--- src/rtl/alu2_slice_sequencer.sv ---
// alu2_slice_sequencer: runs a WIDTH-bit ALU op LSB-first through one shared 2-bit slice
module alu2_slice_sequencer #(
  parameter int WIDTH = 8
) (
  input  logic             clk,
  input  logic             rst_n,
  input  logic             req_valid,
  output logic             req_ready,
  input  logic [WIDTH-1:0] req_a,
  input  logic [WIDTH-1:0] req_b,
  input  logic [3:0]       req_op,
  input  logic             req_mode,
  input  logic             req_cin,
  output logic [1:0]       slice_a,
  output logic [1:0]       slice_b,
  output logic [3:0]       slice_op,
  output logic             slice_mode,
  output logic             slice_cin,
  input  logic [1:0]       slice_f,
  input  logic             slice_cout,
  input  logic             slice_eq,
  output logic             rsp_valid,
  input  logic             rsp_ready,
  output logic [WIDTH-1:0] rsp_f,
  output logic             rsp_cout,
  output logic             rsp_zero,
  output logic             rsp_eq,
  output logic             busy
);
  localparam int SLICES = WIDTH / 2;
  localparam int IW = SLICES > 1 ? $clog2(SLICES) : 1;
  typedef enum logic [1:0] {IDLE, RUN, DONE} state_t;
  state_t state_q, state_d;
  logic [WIDTH-1:0] a_q, b_q, f_q;
  logic [3:0] op_q;
  logic mode_q, carry_q, eq_q;
  logic [IW-1:0] idx_q;
  logic run, done, last, accept;
  assign run = state_q == RUN;
  assign done = state_q == DONE;
  assign last = idx_q == IW'(SLICES - 1);
  assign req_ready = state_q == IDLE;
  assign accept = req_valid && req_ready;
  assign busy = run || done;
  assign slice_a = run ? a_q[{idx_q, 1'b0} +: 2] : 2'b0;
  assign slice_b = run ? b_q[{idx_q, 1'b0} +: 2] : 2'b0;
  assign slice_op = run ? op_q : 4'b0;
  assign slice_mode = run && mode_q;
  assign slice_cin = run && carry_q;
  assign rsp_valid = done;
  assign rsp_f = done ? f_q : '0;
  assign rsp_cout = done && carry_q;
  assign rsp_zero = done && f_q == '0;
  assign rsp_eq = done && eq_q;
  always_comb begin
    state_d = accept ? RUN : (run && last) ? DONE : (done && rsp_ready) ? IDLE : state_q;
  end
  always_ff @(posedge clk) begin
    if (!rst_n) begin
      state_q <= IDLE;
      a_q <= '0;
      b_q <= '0;
      f_q <= '0;
      op_q <= '0;
      mode_q <= 1'b0;
      carry_q <= 1'b0;
      eq_q <= 1'b1;
      idx_q <= '0;
    end else begin
      state_q <= state_d;
      if (accept) begin
        a_q <= req_a;
        b_q <= req_b;
        op_q <= req_op;
        mode_q <= req_mode;
        carry_q <= req_cin & req_mode;
        eq_q <= 1'b1;
        idx_q <= '0;
      end else if (run) begin
        f_q[{idx_q, 1'b0} +: 2] <= slice_f;
        carry_q <= slice_cout & mode_q;
        eq_q <= eq_q & slice_eq;
        idx_q <= last ? idx_q : idx_q + IW'(1);
      end
    end
  end
endmodule

--- config.mk ---
export PLATFORM = sky130hd
export DESIGN_NAME = alu2_slice_sequencer
export DESIGN_NICKNAME = d
export VERILOG_FILES = /design/src/rtl/alu2_slice_sequencer.sv
export SDC_FILE = /design/constraint.sdc
export NUM_CORES = 1
export LEC_CHECK = 0
export ABC_AREA = 0
export ABC_CLOCK_PERIOD_IN_PS = 1580
export BUFFER_PORTS_ARGS = -buffer_cell sky130_fd_sc_hd__buf_2
export CAP_MARGIN = 5
export CORE_MARGIN = 1.5
export CORE_UTILIZATION = 50
export DETAILED_ROUTE_END_ITERATION = 8
export PLACE_DENSITY_LB_ADDON = 0.08
export SYNTH_ARGS = -nofsm -noshare
export SYNTH_HDL_FRONTEND = slang
export SYNTH_SLANG_ARGS = --single-unit
--- constraint.sdc ---
create_clock -name clk -period 1.58 [get_ports clk]
set_input_delay 0.316 -clock clk [delete_from_list [all_inputs] [get_ports clk]]
set_output_delay 0.316 -clock clk [all_outputs]
set_load 0.01 [all_outputs]
==> flow_summary_export.csv <==
group,metric,value,unit
drt,first_pass_iters,4,
layout,finalInstanceArea,0.00258,mm2
layout,synthToLayoutAreaGrowth,49.6,%
clock_network,clockBufferDepth,2,
placed_design,routabilityCongestion,0.748,
grt,grt-ovfl-total,0,
synth,syn-instance-count,200,
power_and_ir_drop,p_total,1.88,mW
worst_setup_path,crit_path_end_kind,"output port",
clock_network,path_clk_slew,0.10,ns
timing,worst_slack,-0.309,ns
hold_path,hold_class,"in2reg",
synth,syn_nets,240,
placed_design,dpl_cell_area,0.00212,mm2
layout,num-nets-final,311,
timing,worst_pin_slew,0.294,ns
floorplanning,die_w,61.7,um
worst_setup_path,crit_fanout,2,
layout,multi_input_area,0.00110,mm2
layout,fill_cells,237,
timing,setup_violations,23,
power_and_ir_drop,ir_drop,0.639,mV
timing,slew_violations,0,
clock_network,cts_root_buf,"clkbuf_4",
worst_setup_path,worstPathRequired,1.26,ns
worst_setup_path,arrival,1.57,ns
timing,setup_tns,-3.35,ns
timing,clock.fmax,529,MHz
drt,num_vias,1609,
drt,drc,0,
power_and_ir_drop,leakage,1.10,nW
drt,finalWirelength,4.21,mm
grt,grt_pass1_wl,5.87,mm
timing,relSlewSlack,80.4,%
synth,synth.distinct_cells,27,
clock_network,htreeDepth,2,
clock_network,cts_tree,"yes",
layout,num_antenna_cells,0,
status,status,"complete, but fails checks",
placed_design,portBuffers,53,
floorplanning,row_count,21,
floorplanning,io_pins,54,
layout,stdcell_count,318,
status,failed_checks,"negative setup slack",
floorplanning,chipHeight,61.7,um
power_and_ir_drop,p_per_area,728,mW/mm2
floorplanning,die-area,0.00381,mm2
clock_network,clk_latency,0.34,ns
drt,wl_per_cell,13.2,um
synth,ys_ff_latch,35,
floorplanning,start_util,52.1,%
synth,syn_area,0.00172,mm2
grt,grt_max_degree,22,
drt,viasPerCell,5.06,
layout,drive_gt1_share,44.5,%
grt,gr-usage-met3,6.21,%
placed_design,hpwl,2.59,mm
synth,ys_seq_area_share,40.6,%
worst_setup_path,start_kind,"register",
grt,met1_usage,25.1,%
grt,antenna_found_initial,0,
grt,grt_pass1_vias,1356,
timing,rsz0062_at_grt,"yes",
drt,drtIter0Drc,68,
worst_setup_path,worstSetupPathType,"reg2out",
layout,seq_area,704,um2
synth,yosysWarnings,0,
timing,fin_crit_sh,120,%
timing,hold_viol_final,0,
timing,final.setup_skew,0.00567,ns
drt,antenna_left,0,
clock_network,cts.sinks,35,
timing,period_minus_slack,1.89,ns
clock_network,numCtsBuffers,5,
clock_network,ctsHoldBuffers,0,
floorplanning,fp.coreArea,0.00331,mm2
placed_design,dp.cells,301,
grt,gr-usage-met2,36.7,%
synth,avgSynthCellArea,8.62,um2
flow_run,drv_cap,0,
grt,grt.total_usage,21.3,%
grt,grt.busiest_layer,"met2",
## sequential cells by signal, indices dropped and copies added, names as in the netlist, 2 cells and up
name     flops
f_q          8
a_q          8
b_q          8
idx_q        2
op_q         4
state_q      2
## cell usage in the layout, fill, tap and decap left out, types with 2 or more instances in the layout
cell type,instances
inv_4,2
nor2_1,2
clkbuf_4,5
mux4_2,4
a21boi_0,21
buf_2,34
buf_6,28
ha_1,5
o31ai_2,4
a32oi_1,2
buf_12,3
nand3_1,8
and2_4,17
ha_4,5
nand2_1,54
nor2b_1,3
and2_1,4
a21oi_1,3
o21ai_0,2
clkbuf_8,2
dfxtp_1,32
buf_4,8
inv_1,2
and3_1,2
o21ai_1,2
dfxtp_2,3
## Yosys cell counts (all sizes together)
cell    count  area share (%)
a21boi     22             9.6
a21oi       3            0.87
a221oi      1            0.51
a32oi       2             1.0
and2       21             7.6
and3        2            0.73
buf         6             2.1
clkbuf      4            0.87
dfxtp      35              41
ha         10             7.3
inv         5             1.1
mux4        4             5.2
nand2      56              12
nand2b      1            0.36
nand3       8             2.3
nand3b      1            0.44
nand4       1            0.36
nor2        2            0.44
nor2b       3             1.1
nor3b       2             1.2
nor4        2            0.73
o21ai       4             1.2
o31ai       4             1.7
xnor2       1            0.51
## final cells by class
class                      instances  share of cell area [%]
multi-input combinational        150                    42.7
sequential                        35                    27.3
timing repair buffer              74                    24.1
clock buffer                       8                    2.67
tap                               46                    2.23
inverter                           5                    1.07
## critical path: stages (launching register included)
cell,delay (ns)
dfxtp_2,0.37
buf_6,0.11
mux4_2,0.49
and2_4,0.15
buf_6,0.11
## path summary, 6_finish.rpt
| kind | endpoint | start | slack [ns] | depth (start not counted) |
|---|---|---|---|---|
| max reg2reg | f_q[6] | idx_q[0] | 0.02 | 7 |
| max | slice_b[0] | idx_q[0] | -0.31 | 4 |
| min | a_q[0] | req_a[0] | 0.21 | 3 |
| min reg2reg | b_q[7] | b_q[7] | 0.47 | 2 |
## metal layers
metal  part of all wire (%)  vias up
met4                    1.5        0
met1                     42      741
li1                       -      816
met2                     51       45
met5                      0        -
met3                    5.1        7
## stage by stage
step | utilization [%] | hold WS (ns) | setup WS (ns)
final | 77.9 | 0.206 | -0.309
after global routing | 77.9 | 0.209 | -0.383
after CTS | 70.6 | 0.203 | -0.328
after detailed placement | 64.1 | 0.454 | -0.0258
after global placement | 64.1 | 0.447 | -0.0172
after floorplan | - | 0.439 | 0.0765
## kinds of logic (layout without fill, tap and decap cells)
kind of cell	Yosys count	in the layout	synth area share, %
simple gates	99	99	27.4
compound gates	36	36	14.9
flops	35	35	40.6
buf+inv	15	87	4.06
fa+ha+maj	10	10	7.26
mux	4	4	5.23
xor+xnor	1	1	0.508
## power breakdown
group          internal, mW  switching, mW
clock                 0.262          0.292
combinational         0.204          0.168
sequential            0.927         0.0265
## what timing repair did
item / CTS / global route
cloned: 1 / 0
buffers inserted: 6 / 2
resized for setup: 24 / 56
pin swaps: 13 / 10
setup endpoints to repair: 21 / 51
Power figures use the tool's default switching activity.
